--- src/rtl/spi_frame_sched_if.sv ---
// rtl/spi_frame_sched_if.sv - byte-engine side of the SPI frame scheduler
interface spi_frame_sched_if;
  logic       cs_n;
  logic       tx_valid;
  logic [7:0] tx_data;
  logic       tx_ready;
  logic       eng_busy;

  modport master (output cs_n, tx_valid, tx_data, input tx_ready, eng_busy);
  modport slave  (input cs_n, tx_valid, tx_data, output tx_ready, eng_busy);
endinterface

--- src/rtl/spi_frame_sched.sv ---
// rtl/spi_frame_sched.sv - two-requester SPI frame scheduler: round-robin grant,
// chip-select lead, preamble/type header, payload streaming, drain and inter-frame gap.
module spi_frame_sched #(
  parameter int unsigned CS_LEAD   = 112,
  parameter int unsigned CS_GAP    = 256,
  parameter logic [7:0]  PREAMBLE0 = 8'hAA,
  parameter logic [7:0]  PREAMBLE1 = 8'h55
) (
  input  logic              clk,
  input  logic              rst,
  input  logic [1:0]        req,
  input  logic [7:0]        type0,
  input  logic [7:0]        type1,
  input  logic [7:0]        len0,
  input  logic [7:0]        len1,
  input  logic [7:0]        pld0,
  input  logic [7:0]        pld1,
  output logic [1:0]        pld_rd,
  output logic [1:0]        gnt,
  output logic [1:0]        done,
  output logic              busy,
  spi_frame_sched_if.master sif
);
  typedef enum logic [2:0] {IDLE, LEAD, HDR, PLD, DRAIN, GAP} state_t;

  localparam logic [15:0] LEAD_LAST = 16'(CS_LEAD - 1);
  localparam logic [15:0] GAP_LAST  = 16'(CS_GAP - 1);

  state_t      state_q, state_d;
  logic [15:0] cnt_q, cnt_d;
  logic [1:0]  hdr_idx_q, hdr_idx_d;
  logic [7:0]  rem_q, rem_d;
  logic [7:0]  type_q, type_d;
  logic [1:0]  gnt_q, gnt_d;
  logic [1:0]  done_q, done_d;
  logic        gidx_q, gidx_d;
  logic        rr_q, rr_d;
  logic        cs_n_q, cs_n_d;
  logic        valid_c, hs_c, pick_c;
  logic [7:0]  data_c;

  // rr_q names the requester that wins when both ask at once.
  assign pick_c = (req == 2'b11) ? rr_q : req[1];

  always_ff @(posedge clk or posedge rst) begin
    if (rst) begin
      state_q   <= IDLE;
      cnt_q     <= '0;
      hdr_idx_q <= '0;
      rem_q     <= '0;
      type_q    <= '0;
      gnt_q     <= '0;
      done_q    <= '0;
      gidx_q    <= 1'b0;
      rr_q      <= 1'b0;
      cs_n_q    <= 1'b1;
    end else begin
      state_q   <= state_d;
      cnt_q     <= cnt_d;
      hdr_idx_q <= hdr_idx_d;
      rem_q     <= rem_d;
      type_q    <= type_d;
      gnt_q     <= gnt_d;
      done_q    <= done_d;
      gidx_q    <= gidx_d;
      rr_q      <= rr_d;
      cs_n_q    <= cs_n_d;
    end
  end

  always_comb begin
    state_d   = state_q;
    cnt_d     = cnt_q;
    hdr_idx_d = hdr_idx_q;
    rem_d     = rem_q;
    type_d    = type_q;
    gnt_d     = gnt_q;
    done_d    = '0;
    gidx_d    = gidx_q;
    rr_d      = rr_q;
    cs_n_d    = cs_n_q;
    pld_rd    = '0;
    data_c    = '0;
    valid_c   = (state_q == HDR) || (state_q == PLD);
    hs_c      = valid_c && sif.tx_ready;

    unique case (state_q)
      IDLE: begin
        if (|req) begin
          gidx_d  = pick_c;
          gnt_d   = pick_c ? 2'b10 : 2'b01;
          rr_d    = ~pick_c;
          type_d  = pick_c ? type1 : type0;
          rem_d   = pick_c ? len1 : len0;
          cs_n_d  = 1'b0;
          cnt_d   = '0;
          state_d = LEAD;
        end
      end
      LEAD: begin
        if (cnt_q == LEAD_LAST) begin
          cnt_d     = '0;
          hdr_idx_d = '0;
          state_d   = HDR;
        end else begin
          cnt_d = cnt_q + 16'd1;
        end
      end
      HDR: begin
        unique case (hdr_idx_q)
          2'd0:    data_c = PREAMBLE0;
          2'd1:    data_c = PREAMBLE1;
          default: data_c = type_q;
        endcase
        if (hs_c) begin
          if (hdr_idx_q == 2'd2) begin
            hdr_idx_d = '0;
            state_d   = (rem_q != 8'd0) ? PLD : DRAIN;
          end else begin
            hdr_idx_d = hdr_idx_q + 2'd1;
          end
        end
      end
      PLD: begin
        data_c = gidx_q ? pld1 : pld0;
        if (hs_c) begin
          pld_rd = gnt_q;
          rem_d  = rem_q - 8'd1;
          if (rem_q == 8'd1) state_d = DRAIN;
        end
      end
      DRAIN: begin
        // Chip select must not rise until the engine has shifted out the last bit.
        if (!sif.eng_busy) begin
          cs_n_d  = 1'b1;
          done_d  = gnt_q;
          gnt_d   = '0;
          cnt_d   = '0;
          state_d = GAP;
        end
      end
      GAP: begin
        if (cnt_q == GAP_LAST) begin
          cnt_d   = '0;
          state_d = IDLE;
        end else begin
          cnt_d = cnt_q + 16'd1;
        end
      end
      default: state_d = IDLE;
    endcase
  end

  assign sif.cs_n     = cs_n_q;
  assign sif.tx_valid = valid_c;
  assign sif.tx_data  = data_c;
  assign gnt          = gnt_q;
  assign done         = done_q;
  assign busy         = (state_q != IDLE);
endmodule

--- src/flat_wrapper.sv ---
// flat-port wrapper written by rule: the top's interface ports become plain ports
module spi_frame_sched_flat 
#(
  parameter int unsigned CS_LEAD   = 112,
  parameter int unsigned CS_GAP    = 256,
  parameter logic [7:0]  PREAMBLE0 = 8'hAA,
  parameter logic [7:0]  PREAMBLE1 = 8'h55
)
  (clk, rst, req, type0, type1, len0, len1, pld0, pld1, pld_rd, gnt, done, busy, sif_cs_n, sif_tx_valid, sif_tx_data, sif_tx_ready, sif_eng_busy);
  spi_frame_sched_if sif_i ();
  input  logic clk;
  input  logic rst;
  input  logic [1:0] req;
  input  logic [7:0] type0;
  input  logic [7:0] type1;
  input  logic [7:0] len0;
  input  logic [7:0] len1;
  input  logic [7:0] pld0;
  input  logic [7:0] pld1;
  output logic [1:0] pld_rd;
  output logic [1:0] gnt;
  output logic [1:0] done;
  output logic busy;
  output wire logic [$bits(sif_i.cs_n)-1:0] sif_cs_n;
  output wire logic [$bits(sif_i.tx_valid)-1:0] sif_tx_valid;
  output wire logic [$bits(sif_i.tx_data)-1:0] sif_tx_data;
  input wire logic [$bits(sif_i.tx_ready)-1:0] sif_tx_ready;
  input wire logic [$bits(sif_i.eng_busy)-1:0] sif_eng_busy;
  assign sif_cs_n = sif_i.cs_n;
  assign sif_tx_valid = sif_i.tx_valid;
  assign sif_tx_data = sif_i.tx_data;
  assign sif_i.tx_ready = sif_tx_ready;
  assign sif_i.eng_busy = sif_eng_busy;
  spi_frame_sched #(.CS_LEAD(CS_LEAD), .CS_GAP(CS_GAP), .PREAMBLE0(PREAMBLE0), .PREAMBLE1(PREAMBLE1)) u_core (.clk(clk), .rst(rst), .req(req), .type0(type0), .type1(type1), .len0(len0), .len1(len1), .pld0(pld0), .pld1(pld1), .pld_rd(pld_rd), .gnt(gnt), .done(done), .busy(busy), .sif(sif_i));
endmodule
--- config.mk ---
export PLATFORM = sky130hd
export DESIGN_NAME = spi_frame_sched_flat
export DESIGN_NICKNAME = d
export VERILOG_FILES = /design/src/rtl/spi_frame_sched_if.sv /design/src/rtl/spi_frame_sched.sv /design/src/flat_wrapper.sv
export SDC_FILE = /design/constraint.sdc
export NUM_CORES = 1
export LEC_CHECK = 0
export CORE_MARGIN = 2
export CORE_UTILIZATION = 47
export CTS_BUF_LIST = sky130_fd_sc_hd__clkbuf_16
export DETAILED_ROUTE_END_ITERATION = 10
export PLACE_DENSITY = 0.75
export SYNTH_ARGS = -nofsm -noshare
export SYNTH_HDL_FRONTEND = slang
export SYNTH_SLANG_ARGS = --single-unit
--- constraint.sdc ---
create_clock -name clk -period 2.4 [get_ports clk]
set_clock_uncertainty 0.1 [all_clocks]
set_input_delay 0.48 -clock clk [delete_from_list [all_inputs] [get_ports clk]]
set_output_delay 0.48 -clock clk [all_outputs]
set_load 0.03 [all_outputs]
Word level (Yosys, flattened, before mapping)

Cells that the tools add are included.

$add $sub $neg: 3
Multiply operators: 0
Div/mod/pow operators: 0
Magnitude comparators: 0
Equality and inequality tests: 19
Shift operators: 0
Mux-type cells: 39
Bitwise gates (word level): 1
Reductions and logical operators: 17

Operators with widths:

| operator                | count |
|---|---|
| $mux W16                | 4 |
| $pmux W16 S4            | 1 |
| $pmux W8 S2             | 3 |
| $mux W8                 | 5 |
| $mux W3                 | 9 |
| $mux W2                 | 10 |
| $pmux W3 S6             | 1 |
| $add A16 B1 Y16 const B | 1 |
| $eq A16 B7 Y1 const B   | 1 |
| $eq A16 B8 Y1 const B   | 1 |
| $reduce_and A3 Y1       | 4 |
| $ne A2 B1 Y1 const B    | 5 |
| $eq A8 B1 Y1 const B    | 1 |
| $pmux W2 S2             | 2 |
| $reduce_and A8 Y1       | 1 |
| $reduce_bool A8 Y1      | 1 |
| $sub A8 B1 Y8 const B   | 1 |
| $eq A3 B2 Y1 const B    | 2 |
| $eq A3 B3 Y1 const B    | 2 |
| $ne A2 B2 Y1 const B    | 3 |
| $reduce_bool A2 Y1      | 3 |
| $eq A2 B2 Y1 const B    | 2 |
| $reduce_bool A4 Y1      | 1 |
| $eq A3 B1 Y1 const B    | 1 |
| 12 further kinds        | 14 |

Bits in registers: 44
Latch bits: 0
RAM bits: 0
Memory bits (read-only): 0
Output and inout port bits: 17
Memories kept: 0

Depth between registers and ports, before layout

Depth in word-level cells: 5
Mapped depth: 7
Mapped depth without buffers: 6

Worst setup path after synthesis

Ideal clock, no wire load.

Path type: register -> output
From: register u_core.state_q[0]
To: output sif_tx_data[7]
Arrival time: 2,044 ps
Required time: 1,820 ps
Setup slack: -224 ps
Cell stages (with the launch flop): 6
Cell sequence: dfrtp_1 clkbuf_1 buf_1 buf_1 a211oi_1 a211oi_1

Word-level cells in the longest chain between the ends: 2
Elaborated cells between the ends (all ways): 3
Those cells by class: 2 x eq/ne; 1 x mux

RTL lines:

| what                   | RTL line              | RTL |
|---|---|---|
| start, declared        | spi_frame_sched.sv:29 | `state_t state_q, state_d;` |
| start signal, assigned | spi_frame_sched.sv:58 | `state_q <= state_d;` |
| $eq A3 B2 Y1           | spi_frame_sched.sv:87 | `unique case (state_q)` |
| $pmux W8 S2 (*)        | spi_frame_sched.sv:87 |  |
| end, declared          | flat_wrapper.sv:26    | `output wire logic [$bits(sif_i.tx_data)-1:0] sif_tx_data;` |

Every way passes the cells marked *; elsewhere a longest branch is shown, timed or not.

Final worst setup path

From: register u_core.state_q[2]
To: output sif_tx_data[1]

Same word-level chain as after synthesis.

==> results.md <==
* **outcome** completed
* **cells after synthesis** 314
* **buffers added on ports** 70
* **antenna violation net count after detailed routing** 0
* **count of final hold-check violations** 0
* **Core Box Area** 5570 um^2
* **count of non-filler cells in the finished layout** 471
* **Initial DRT Pass Iterations** 4
* **vias per std cell** 5.73
* **diode count** 0
* **Seq cells post-synth** 44
* **routed length per instance** 15.8 um
* **crit start category** flop
* **DIE HEIGHT** 80.6 um
* **global-route wire length before repair** 12800 um
* **Chip Width** 80.6 um
* **number of distinct library cell variants in the gate-level netlist after synthesis** 48
* **overall die area** 6490 um^2
* **number of placed instances, taps included** 463
* **CTS-repair resized insts** 0
* **number of rows in the core area** 27
* **FFs w/ async S/R, synth** 100%
* **most frequent cells in the layout** 58 x sky130_fd_sc_hd__clkdlybuf4s50_1, 42 x sky130_fd_sc_hd__dfrtp_1, 34 x sky130_fd_sc_hd__buf_4
* **Synth Cell Area** 2760 um^2
* **maximum clock frequency** 0.435 GHz
* **clock insertion delay at the later pin of the skew report** 0.28 ns
* **Post-Syn Nets** 372
* **power density over the cells** 629 nW/um^2
* **data arrival time of the critical path** 1.72 ns
* **wire length reported by the detailed router** 7460 um
* **share of cells above drive strength 1** 15.5%
* **Boundary Pins** 71
* **number of buffers inserted by hold repair at cts** 0
* **max-cap violation count** 0
* **worst hold path class** flop to flop
* **number of global-route vias before repair** 2717
* **Placement Cell Area** 3670 um^2
* **required time of the worst setup path** 1.82 ns
* **clock sink total** 44
* **Final Power** 0.00241 W
* **antenna violations before repair** 0
* **register clock-pin slew on the reported worst setup and hold paths** 0.06 ns
* **Total Neg Setup Slack** 0 ns
* **period utilisation layout** 95.7%
* **CTS H-tree lvls** 2
* **fin crit period** 2.30 ns
* **Yosys warnings** 0
* **maximum buffer depth of the clock tree** 2
* **Vias** 2701
* **DP Wirelength** 5480 um
* **GRT Resource Usage Total** 24.9%
* **clock root cell** sky130_fd_sc_hd__clkbuf_16
* **Post-synth EDFFs** 0
* **FILL cells** 469
* **final core utilization** 68.6%
* **max_slew headroom** 61.1%
* **Pins Over Slew Limit** 0
* **type of destination of the critical path** output pin
* **most frequent standard cell in the layout excluding fill and tap cells** sky130_fd_sc_hd__clkdlybuf4s50_1
* **global-route congestion overflow total** 0
* **transition time at the pin with the least slew margin** 0.582 ns
* **Final setup violation count** 0
* **setup repair after global routing missed its margin** no
* **proportion of synthesized chip area in sequential cells** 40.0%
* **maximum number of pins on one net before global-route repair** 45
* **syn_area_per_cell** 8.77 um^2
* **starting density of the core** 49.4%
* **CP max FO** 14
* **Post-CTS Repair Setup Buffers** 0
* **Worst IR Drop VDD** 407 uV
* **Layout Nets** 456
* **signed area change from the synthesized netlist to the final layout** 38.8%
* **Most used DFF post-synth** sky130_fd_sc_hd__dfrtp_1
* **leakage power total** 1.61 nW
* **area of all placed cells without fillers** 3820 um^2
* **post-route DRC violation count** 0
* **Crit Path Class** flop to output pin
* **RD Place Congestion** 0.800
* **number of design-rule violations left by the first detailed-router iteration** 138
* **number of buffers inserted during clock tree synthesis** 5
* **CTS tree** yes
-- cells by family (layout without fill, tap and decap cells) --
group	count (synthesis)	count (layout)	synth area share, %
simple gates	117	117	22.1
compound gates	101	101	24.8
flops	44	44	40.0
buf+inv	29	114	4.31
mux	16	16	5.99
fa+ha+maj	4	4	1.82
xor+xnor	3	3	0.954
-- Yosys cell counts, types with 2 or more instances --
cell / instances / area share [%]
sky130_fd_sc_hd__nand3_1: 11 / 2.0
sky130_fd_sc_hd__a31oi_1: 4 / 0.91
sky130_fd_sc_hd__nand2b_1: 4 / 0.91
sky130_fd_sc_hd__o211ai_1: 2 / 0.54
sky130_fd_sc_hd__or3_1: 4 / 0.91
sky130_fd_sc_hd__inv_1: 12 / 1.6
sky130_fd_sc_hd__nand3b_1: 3 / 0.82
sky130_fd_sc_hd__nand4_1: 4 / 0.91
sky130_fd_sc_hd__o2bb2ai_1: 8 / 2.5
sky130_fd_sc_hd__ha_1: 4 / 1.8
sky130_fd_sc_hd__clkbuf_1: 10 / 1.4
sky130_fd_sc_hd__nor3_1: 5 / 0.91
sky130_fd_sc_hd__or2_2: 3 / 0.68
sky130_fd_sc_hd__o21ai_0: 13 / 2.4
sky130_fd_sc_hd__xnor2_1: 3 / 0.95
sky130_fd_sc_hd__and2_1: 2 / 0.45
sky130_fd_sc_hd__nor2_1: 34 / 4.6
sky130_fd_sc_hd__and3_1: 5 / 1.1
sky130_fd_sc_hd__nand2_1: 24 / 3.3
sky130_fd_sc_hd__mux2i_1: 12 / 4.4
sky130_fd_sc_hd__o21ai_1: 2 / 0.36
sky130_fd_sc_hd__dfrtp_1: 43 / 39
sky130_fd_sc_hd__nor4_1: 6 / 1.4
sky130_fd_sc_hd__a21o_1: 8 / 2.2
sky130_fd_sc_hd__a211oi_1: 19 / 5.2
sky130_fd_sc_hd__o22ai_1: 3 / 0.68
sky130_fd_sc_hd__buf_2: 2 / 0.36
sky130_fd_sc_hd__a22o_1: 12 / 3.8
sky130_fd_sc_hd__a21oi_1: 24 / 4.4
sky130_fd_sc_hd__or4_1: 4 / 1.1
sky130_fd_sc_hd__buf_1: 4 / 0.54
sky130_fd_sc_hd__mux2_2: 4 / 1.6
-- critical path, stage by stage (launching register included) --
cell                       delay (ns)
sky130_fd_sc_hd__dfrtp_1         0.54
sky130_fd_sc_hd__nand2b_1        0.29
sky130_fd_sc_hd__buf_4           0.20
sky130_fd_sc_hd__a211oi_1        0.21
sky130_fd_sc_hd__buf_4           0.21
-- registers in the layout, indices dropped and copies added (netlist names), 2 cells and up --
register and cells:
u_core.type_q 8, u_core.hdr_idx_q 2, u_core.cnt_q 16, u_core.rem_q 8, u_core.state_q 3, u_core.gnt 2, u_core.done 2
-- power by group --
part,switching (W),internal (W),total (W)
Clock,0.000263,0.000374,0.000637
Combinational,0.000425,0.000392,0.000817
Sequential,0.000119,0.000833,0.000952
Total,0.000806,0.00160,0.00241
-- final timing paths --
kind	to	startpoint	depth (start not counted)	slack [ns]
max	sif_tx_data[1]	u_core.state_q[2]	4	0.10
min	u_core.sif.cs_n	u_core.sif.cs_n	2	0.37
max reg2reg	u_core.state_q[0]	u_core.cnt_q[11]	5	0.21
min reg2reg	u_core.sif.cs_n	u_core.sif.cs_n	2	0.37
max in group asynchronous	u_core.state_q[0]	rst	3	1.21
min in group asynchronous	u_core.cnt_q[15]	rst	3	0.55
-- through the flow --
| step | worst slack [ns] | hold slack, ns |
|---|---|---|
| after global routing | 0.0191 | 0.390 |
| after floorplan | 0.0366 | 0.342 |
| final | 0.102 | 0.373 |
| after CTS | 0.0191 | 0.377 |
| after detailed placement | 0.00602 | 0.368 |
| after global placement | 0.0423 | 0.367 |
-- routing by layer --
metal,wire (um),global-route usage (%)
met1,3460,34.1
met3,361,4.16
met5,0,0
met2,3550,41.0
met4,85,6.27
-- cell type report --
type,count,area [um^2],share of cell area [%]
inverters,12,45.0,1.18
clock buffers,5,125,3.27
well taps,72,90.1,2.36
clock inverters,3,11.3,0.295
repair buffers,94,876,22.9
multi-input cells,241,1570,41.1
flip-flops and latches,44,1100,28.9
Note: power is estimated with default switching activity, not from simulation.
